--- src/rtl/csr_exec_unit.sv ---
// Execute-stage sequencer for RV32 SYSTEM ops (CSRRW/S/C[I], ECALL, MRET).
// Drives the CSR file port set and returns the rd writeback value and PC redirect.
module csr_exec_unit #(
    parameter int                    DATA_WIDTH  = 32,
    parameter logic [DATA_WIDTH-1:0] ECALL_CAUSE = 32'd11
) (
    input  logic                    clk,
    input  logic                    rst,

    input  logic                    in_valid,
    output logic                    in_ready,
    input  logic [2:0]              in_op,
    input  logic                    in_use_imm,
    input  logic                    in_src_zero,
    input  logic [11:0]             in_csr_addr,
    input  logic [DATA_WIDTH-1:0]   in_rs1_val,
    input  logic [4:0]              in_zimm,
    input  logic [4:0]              in_rd,
    input  logic [DATA_WIDTH-1:0]   in_pc,

    output logic [11:0]             csr_rd_addr,
    output logic [11:0]             csr_wr_addr,
    output logic                    csr_wren,
    output logic [DATA_WIDTH-1:0]   csr_wdata,
    output logic                    csr_ecallwr,
    output logic                    csr_ecallrd,
    output logic                    csr_mret,
    output logic [2*DATA_WIDTH-1:0] csr_ecall_pkg,
    input  logic [DATA_WIDTH-1:0]   csr_rdata,

    output logic                    out_valid,
    input  logic                    out_ready,
    output logic [4:0]              out_rd,
    output logic                    out_rd_wen,
    output logic [DATA_WIDTH-1:0]   out_rd_data,
    output logic                    out_redirect,
    output logic [DATA_WIDTH-1:0]   out_redirect_pc
);

    typedef enum logic [1:0] {
        S_IDLE,
        S_EXEC,
        S_TRAP,
        S_RESP
    } state_e;

    localparam logic [2:0] OP_RW    = 3'b001;
    localparam logic [2:0] OP_RS    = 3'b010;
    localparam logic [2:0] OP_RC    = 3'b011;
    localparam logic [2:0] OP_ECALL = 3'b100;
    localparam logic [2:0] OP_MRET  = 3'b101;

    state_e                  state_q, state_d;
    logic [2:0]              op_q;
    logic                    use_imm_q, src_zero_q;
    logic [11:0]             addr_q;
    logic [DATA_WIDTH-1:0]   rs1_q, pc_q;
    logic [4:0]              zimm_q, rd_q;

    logic [4:0]              out_rd_q, out_rd_d;
    logic                    rd_wen_q, rd_wen_d;
    logic [DATA_WIDTH-1:0]   rd_data_q, rd_data_d;
    logic                    redirect_q, redirect_d;
    logic [DATA_WIDTH-1:0]   redirect_pc_q, redirect_pc_d;

    logic                    accept;
    logic                    is_csr_op;
    logic [DATA_WIDTH-1:0]   src, new_val;

    assign accept    = (state_q == S_IDLE) && in_valid;
    assign is_csr_op = (op_q == OP_RW) || (op_q == OP_RS) || (op_q == OP_RC);
    assign src       = use_imm_q ? {{(DATA_WIDTH-5){1'b0}}, zimm_q} : rs1_q;

    always_comb begin
        unique case (op_q)
            OP_RS:   new_val = csr_rdata | src;
            OP_RC:   new_val = csr_rdata & ~src;
            default: new_val = src;
        endcase
    end

    // NOTE: sequential state uses non-blocking assignments so every register
    // samples the pre-edge values of the others, independent of statement order.
    always_ff @(posedge clk) begin
        if (rst) begin
            state_q       <= S_IDLE;
            op_q          <= '0;
            use_imm_q     <= 1'b0;
            src_zero_q    <= 1'b0;
            addr_q        <= '0;
            rs1_q         <= '0;
            zimm_q        <= '0;
            rd_q          <= '0;
            pc_q          <= '0;
            out_rd_q      <= '0;
            rd_wen_q      <= 1'b0;
            rd_data_q     <= '0;
            redirect_q    <= 1'b0;
            redirect_pc_q <= '0;
        end else begin
            state_q       <= state_d;
            out_rd_q      <= out_rd_d;
            rd_wen_q      <= rd_wen_d;
            rd_data_q     <= rd_data_d;
            redirect_q    <= redirect_d;
            redirect_pc_q <= redirect_pc_d;
            if (accept) begin
                op_q       <= in_op;
                use_imm_q  <= in_use_imm;
                src_zero_q <= in_src_zero;
                addr_q     <= in_csr_addr;
                rs1_q      <= in_rs1_val;
                zimm_q     <= in_zimm;
                rd_q       <= in_rd;
                pc_q       <= in_pc;
            end
        end
    end

    // NOTE: every output and next-state signal gets a default first, so no
    // path through the case statement can infer a latch.
    always_comb begin
        state_d       = state_q;
        in_ready      = 1'b0;
        out_valid     = 1'b0;
        csr_rd_addr   = '0;
        csr_wr_addr   = '0;
        csr_wren      = 1'b0;
        csr_wdata     = '0;
        csr_ecallwr   = 1'b0;
        csr_ecallrd   = 1'b0;
        csr_mret      = 1'b0;
        csr_ecall_pkg = '0;
        out_rd_d      = out_rd_q;
        rd_wen_d      = rd_wen_q;
        rd_data_d     = rd_data_q;
        redirect_d    = redirect_q;
        redirect_pc_d = redirect_pc_q;

        unique case (state_q)
            S_IDLE: begin
                in_ready = 1'b1;
                if (in_valid) state_d = S_EXEC;
            end
            S_EXEC: begin
                out_rd_d      = rd_q;
                rd_wen_d      = 1'b0;
                rd_data_d     = '0;
                redirect_d    = 1'b0;
                redirect_pc_d = '0;
                state_d       = S_RESP;
                if (is_csr_op) begin
                    csr_rd_addr = addr_q;
                    rd_data_d   = csr_rdata;
                    rd_wen_d    = (rd_q != 5'd0);
                    // Set/clear with a zero source is a pure read; RW always writes.
                    if ((op_q == OP_RW) || !src_zero_q) begin
                        csr_wren    = 1'b1;
                        csr_wr_addr = addr_q;
                        csr_wdata   = new_val;
                    end
                end else if (op_q == OP_ECALL) begin
                    csr_ecallwr   = 1'b1;
                    csr_ecall_pkg = {ECALL_CAUSE, pc_q};
                    state_d       = S_TRAP;
                end else if (op_q == OP_MRET) begin
                    csr_mret      = 1'b1;
                    redirect_d    = 1'b1;
                    redirect_pc_d = csr_rdata;
                end
            end
            S_TRAP: begin
                csr_ecallrd   = 1'b1;
                redirect_d    = 1'b1;
                redirect_pc_d = csr_rdata;
                state_d       = S_RESP;
            end
            S_RESP: begin
                out_valid = 1'b1;
                if (out_ready) begin
                    redirect_d = 1'b0;
                    state_d    = S_IDLE;
                end
            end
            default: state_d = S_IDLE;
        endcase

        // A reset in flight must never let a CSR side effect escape.
        if (rst) begin
            csr_wren    = 1'b0;
            csr_ecallwr = 1'b0;
            csr_ecallrd = 1'b0;
            csr_mret    = 1'b0;
        end
    end

    assign out_rd          = out_rd_q;
    assign out_rd_wen      = rd_wen_q;
    assign out_rd_data     = rd_data_q;
    assign out_redirect    = redirect_q;
    assign out_redirect_pc = redirect_pc_q;

endmodule

--- config.mk ---
export PLATFORM = sky130hd
export DESIGN_NAME = csr_exec_unit
export DESIGN_NICKNAME = d
export VERILOG_FILES = /design/src/rtl/csr_exec_unit.sv
export SDC_FILE = /design/constraint.sdc
export NUM_CORES = 1
export LEC_CHECK = 0
export CAP_MARGIN = 5
export CORE_ASPECT_RATIO = 1.4
export CORE_MARGIN = 5
export CORE_UTILIZATION = 45
export DETAILED_ROUTE_END_ITERATION = 6
export GPL_TIMING_DRIVEN = 0
export MAX_ROUTING_LAYER = met4
export PLACE_DENSITY = 0.95
export SYNTH_ARGS = -nofsm -noshare
export SYNTH_HDL_FRONTEND = slang
export SYNTH_SLANG_ARGS = --single-unit
export TNS_END_PERCENT = 100
--- constraint.sdc ---
create_clock -name clk -period 3.4 [get_ports clk]
set_input_delay 0.34 -clock clk [delete_from_list [all_inputs] [get_ports clk]]
set_output_delay 0.34 -clock clk [all_outputs]
set_load 0.02 [all_outputs]
==> flow_summary.html <==
<table>
<tr><th>Metric</th><th>Value</th></tr>
<tr><th colspan="2">Setup path</th></tr>
<tr><td>Worst Reg-to-Reg Cells</td><td>5</td></tr>
<tr><td>CP endpoint kind</td><td>output pin</td></tr>
<tr><td>Critical path required time</td><td>3.06 ns</td></tr>
<tr><td>Largest incremental delay on the critical path</td><td>0.67 ns</td></tr>
<tr><td>Family with the most delay on the worst path</td><td>buffers and inverters</td></tr>
<tr><td>Critical path type</td><td>flop to output pin</td></tr>
<tr><td>R2R Setup Slk</td><td>1.31 ns</td></tr>
<tr><td>Reg2reg end</td><td>out_redirect_pc[5]$_SDFFE_PP0P_</td></tr>
<tr><td>Buffering stage count on the worst path with inverters included</td><td>5</td></tr>
<tr><td>RR Startpoint</td><td>state_q[0]$_SDFFE_PP0P_</td></tr>
<tr><td>CP startpoint kind</td><td>flop</td></tr>
<tr><td>Worst-path cell chain</td><td>inv_1, ha_1, buf_4, and2b_1, buf_6, o21ai_4, buf_2, a21oi_1, clkdlybuf4s50_1</td></tr>
<tr><td>Crit path DAT</td><td>2.85 ns</td></tr>
<tr><td>Critical Path Slowest Stage Cell</td><td>sky130_fd_sc_hd__clkdlybuf4s50_1</td></tr>
<tr><td>Crit path max fanout</td><td>10</td></tr>
<tr><th colspan="2">Yosys</th></tr>
<tr><td>Number of enable-type register cells in the synthesized netlist</td><td>0</td></tr>
<tr><td>Fraction of synthesized cell area taken by the top area cell type</td><td>45.41%</td></tr>
<tr><td>Cell with the most instances after synthesis</td><td>sky130_fd_sc_hd__nand2_1</td></tr>
<tr><td>Commonest register cell after synthesis</td><td>sky130_fd_sc_hd__dfxtp_1</td></tr>
<tr><td>Ys async rst share</td><td>0%</td></tr>
<tr><td>Syn Inst Count</td><td>878</td></tr>
<tr><td>Commonest cells in the netlist</td><td>183 x sky130_fd_sc_hd__nand2_1, 164 x sky130_fd_sc_hd__dfxtp_1, 124 x sky130_fd_sc_hd__a21oi_1, 52 x sky130_fd_sc_hd__nand2b_1, 45 x sky130_fd_sc_hd__and2_1</td></tr>
<tr><td>Yosys cell types</td><td>41</td></tr>
<tr><td>Cell Area, Synth</td><td>7231 µm²</td></tr>
<tr><td>Ranking of synthesized cells by area</td><td>sky130_fd_sc_hd__dfxtp_1 45%, sky130_fd_sc_hd__nand2_1 9.5%, sky130_fd_sc_hd__a21oi_1 8.6%</td></tr>
<tr><td>Cell type with the largest total area after synthesis</td><td>sky130_fd_sc_hd__dfxtp_1</td></tr>
<tr><td>Synth Warn #</td><td>0</td></tr>
<tr><td>Mapped Avg Cell Area</td><td>8.235 µm²</td></tr>
<tr><td>Yosys reg bits</td><td>164</td></tr>
<tr><td>Share of synthesized area occupied by flip-flops and latches</td><td>45.41%</td></tr>
<tr><th colspan="2">Detailed routing</th></tr>
<tr><td>Routed vias</td><td>7718</td></tr>
<tr><td>Pre-antenna DRT Iters</td><td>5</td></tr>
<tr><td>Remaining DRCs</td><td>0</td></tr>
<tr><td>Avg Vias per Cell</td><td>5.405</td></tr>
<tr><td>Wire length per cell</td><td>18.82 µm</td></tr>
<tr><td>Number of nets with antenna violations after routing</td><td>0</td></tr>
<tr><td>Aggregate routed wire length</td><td>26.88 mm</td></tr>
<tr><td>Iteration-0 DRC count of the detailed router</td><td>542</td></tr>
<tr><th colspan="2">Global routing</th></tr>
<tr><td>Global routing usage on met1</td><td>30.53%</td></tr>
<tr><td>Global routing usage summed across all routing layers</td><td>28.96%</td></tr>
<tr><td>Congestion Overflow GR</td><td>0</td></tr>
<tr><td>Via count of the first global-routing pass</td><td>7865</td></tr>
<tr><td>Met3 Resource Use GR</td><td>5.680%</td></tr>
<tr><td>First-pass GRT wire length</td><td>41.00 mm</td></tr>
<tr><td>Maximum number of pins on one net before global-route repair</td><td>17</td></tr>
<tr><td>Most Used Layer, Global Route</td><td>met2</td></tr>
<tr><td>Number of antenna violations at the first check in global routing</td><td>1</td></tr>
<tr><td>Global-route met2 utilization</td><td>49.74%</td></tr>
<tr><th colspan="2">Clock tree</th></tr>
<tr><td>CTS H-tree lvls</td><td>4</td></tr>
<tr><td>Worst skew pair latency</td><td>0.43 ns</td></tr>
<tr><td>Post-CTS Hold Fix Bufs</td><td>0</td></tr>
<tr><td>Clock-pin slew on the worst setup and hold paths</td><td>0.06 ns</td></tr>
<tr><td>Clock Tree Root</td><td>sky130_fd_sc_hd__clkbuf_16</td></tr>
<tr><td>Clk sink count</td><td>164</td></tr>
<tr><td>Post-CTS repair timing setup buffer count</td><td>0</td></tr>
<tr><td>Number of buffers created by CTS</td><td>17</td></tr>
<tr><td>Clock tree from TritonCTS</td><td>built</td></tr>
<tr><td>Maximum buffer depth of the clock tree</td><td>2</td></tr>
<tr><td>Resized Gates After CTS</td><td>0</td></tr>
<tr><th colspan="2">Floorplanning</th></tr>
<tr><td>Die outline area</td><td>18740 µm²</td></tr>
<tr><td>CORE AREA</td><td>15680 µm²</td></tr>
<tr><td>Die Wd</td><td>117.1 µm</td></tr>
<tr><td>Die extent in y</td><td>160.0 µm</td></tr>
<tr><td>Top Ports</td><td>324</td></tr>
<tr><td>Count of standard-cell rows</td><td>54</td></tr>
<tr><td>Initial cell density of the core</td><td>46.13%</td></tr>
<tr><th colspan="2">Hold path</th></tr>
<tr><td>Number of cells traversed by the worst hold path</td><td>2</td></tr>
<tr><td>Endpoint with the worst hold slack</td><td>pc_q[18]$_SDFFE_PP0P_</td></tr>
<tr><td>Start point of the worst min-delay path</td><td>pc_q[18]$_SDFFE_PP0P_</td></tr>
<tr><td>Hold crit path type</td><td>flop to flop</td></tr>
<tr><th colspan="2">Power</th></tr>
<tr><td>Power per unit of standard cell area</td><td>595.3 nW/µm²</td></tr>
<tr><td>Leakage Power</td><td>4.243 nW</td></tr>
<tr><td>Worst vdd ir</td><td>0.4018 mV</td></tr>
<tr><td>Total power draw</td><td>6.603 mW</td></tr>
<tr><th colspan="2">Run</th></tr>
<tr><td>Number of max-capacitance violations reported</td><td>0</td></tr>
<tr><th colspan="2">STA</th></tr>
<tr><td>Final setup viols</td><td>0</td></tr>
<tr><td>RSZ-0062 raised after global routing</td><td>no</td></tr>
<tr><td>Relative max-transition margin</td><td>54.81%</td></tr>
<tr><td>Max Clock Skew</td><td>0.009604 ns</td></tr>
<tr><td>Post-route fraction of the period consumed by the critical path</td><td>93.84%</td></tr>
<tr><td>Max-slew violation total from the final report</td><td>0</td></tr>
<tr><td>Slew of the pin with the lowest slew margin</td><td>0.6778 ns</td></tr>
<tr><td>Worst hold margin</td><td>0.4500 ns</td></tr>
<tr><td>Fin Setup TNS</td><td>0 ns</td></tr>
<tr><td>Shortest clock period the worst path allows after layout</td><td>3.191 ns</td></tr>
<tr><td>Number of failing hold endpoints at the final stage</td><td>0</td></tr>
<tr><td>Fmax</td><td>0.3134 GHz</td></tr>
<tr><th colspan="2">Place</th></tr>
<tr><td>GP Congestion</td><td>0.8957</td></tr>
<tr><td>Port Buf Inserts</td><td>293</td></tr>
<tr><td>Total half-perimeter wirelength after legalization and detailed placement</td><td>20.49 mm</td></tr>
<tr><th colspan="2">Run status</th></tr>
<tr><td>Outcome</td><td>finished, final reports clean</td></tr>
<tr><th colspan="2">Finish</th></tr>
<tr><td>Synth-to-layout area growth</td><td>53.38%</td></tr>
<tr><td>Final-layout fill cell count</td><td>1172</td></tr>
<tr><td>Nets</td><td>1349</td></tr>
<tr><td>Ratio of cells with drive above 1 in the final layout</td><td>8.530%</td></tr>
</table>
through the flow:
stage	instances	cell area (µm²)	util (%)	setup WS, ns
2_1_floorplan	906	7336	-	1.463
3_3_place_gp	1395	10510	67.07	0.7231
3_5_place_dp	1395	10510	67.07	0.7178
4_1_cts	1427	11090	70.74	0.2140
5_1_grt	1428	11090	70.75	0.02194
6_report	1428	11090	70.75	0.2093
registers in the layout, indices dropped and copies added (netlist names), 2 cells and up:
register and count:
rd_q 5, out_rd 5, out_redirect_pc 32, zimm_q 5
op_q 3, rs1_q 32, out_rd_data 32, pc_q 32
addr_q 12, state_q 2
cell type report:
cell class,count,area [µm²],share of cell area [%]
clock buffer,19,442.9,3.994
timing repair buffer,293,2933,26.44
tap,196,245.2,2.211
buffer,101,610.6,5.505
multi-input combinational,635,3420,30.83
antenna,1,2.502,0.02256
sequential,164,3283,29.60
inverter,6,22.52,0.2031
clock inverter,13,131.4,1.185
power by group:
group | internal, mW | switching (mW)
combinational | 0.897 | 1.41
clock | 1.10 | 0.798
sequential | 2.22 | 0.179
worst max path at each step:
| stage | startpoint | endpoint | cells past startpoint |
|---|---|---|---|
| 5_1_grt | state_q[1]$_SDFFE_PP0P_ | csr_mret | 7 |
| 2_1_floorplan | state_q[1]$_SDFFE_PP0P_ | csr_mret | 6 |
| 3_5_place_dp | state_q[1]$_SDFFE_PP0P_ | csr_mret | 7 |
| 6_report | state_q[1]$_SDFFE_PP0P_ | csr_wdata[24] | 9 |
| 4_1_cts | state_q[1]$_SDFFE_PP0P_ | csr_wdata[24] | 9 |
| 3_3_place_gp | state_q[1]$_SDFFE_PP0P_ | csr_mret | 7 |
worst min-delay path: cells and delay by family, from the launching register on:
kind            cells  cell delay [ns]
flops               1             0.31
simple gates        1             0.05
compound gates      1             0.05
placed cells by master, fill, tap and decap left out, drive strengths merged, types with 2 or more instances in the layout:
cell type      count
clkinvlp           2
clkbuf            51
a22o              32
and2b              2
and3              18
or2b               5
nand2b            52
o21ai              3
o21a               6
dfxtp            164
ha                 4
nand3             30
mux2i             10
and2              45
conb              29
a32oi             32
buf               69
bufinv             2
nand2            183
nor2b              4
nor2              43
o211ai             2
clkdlybuf4s50    293
a21oi            125
inv                7
nand3b             2
clkinv             8
cells by family after synthesis:
logic type               Yosys count  synth area share, %
other                              1              0.05186
buffers and inverters            107                8.756
AO/OA/AOI/OAI                    204                18.24
multiplexers                      10                1.384
AND/OR/NAND/NOR                  388                25.47
flip-flops                       164                45.41
adder cells (fa/ha/maj)            4               0.6922
per-layer routing:
metal	wire, µm	up-vias	part of all wire [%]
met5	0	-	0
met2	13710	387	51
li1	-	3604	-
met4	1542	0	5.7
met1	9739	3627	36
met3	1888	100	7.0
(Power assumes the default switching activity.)
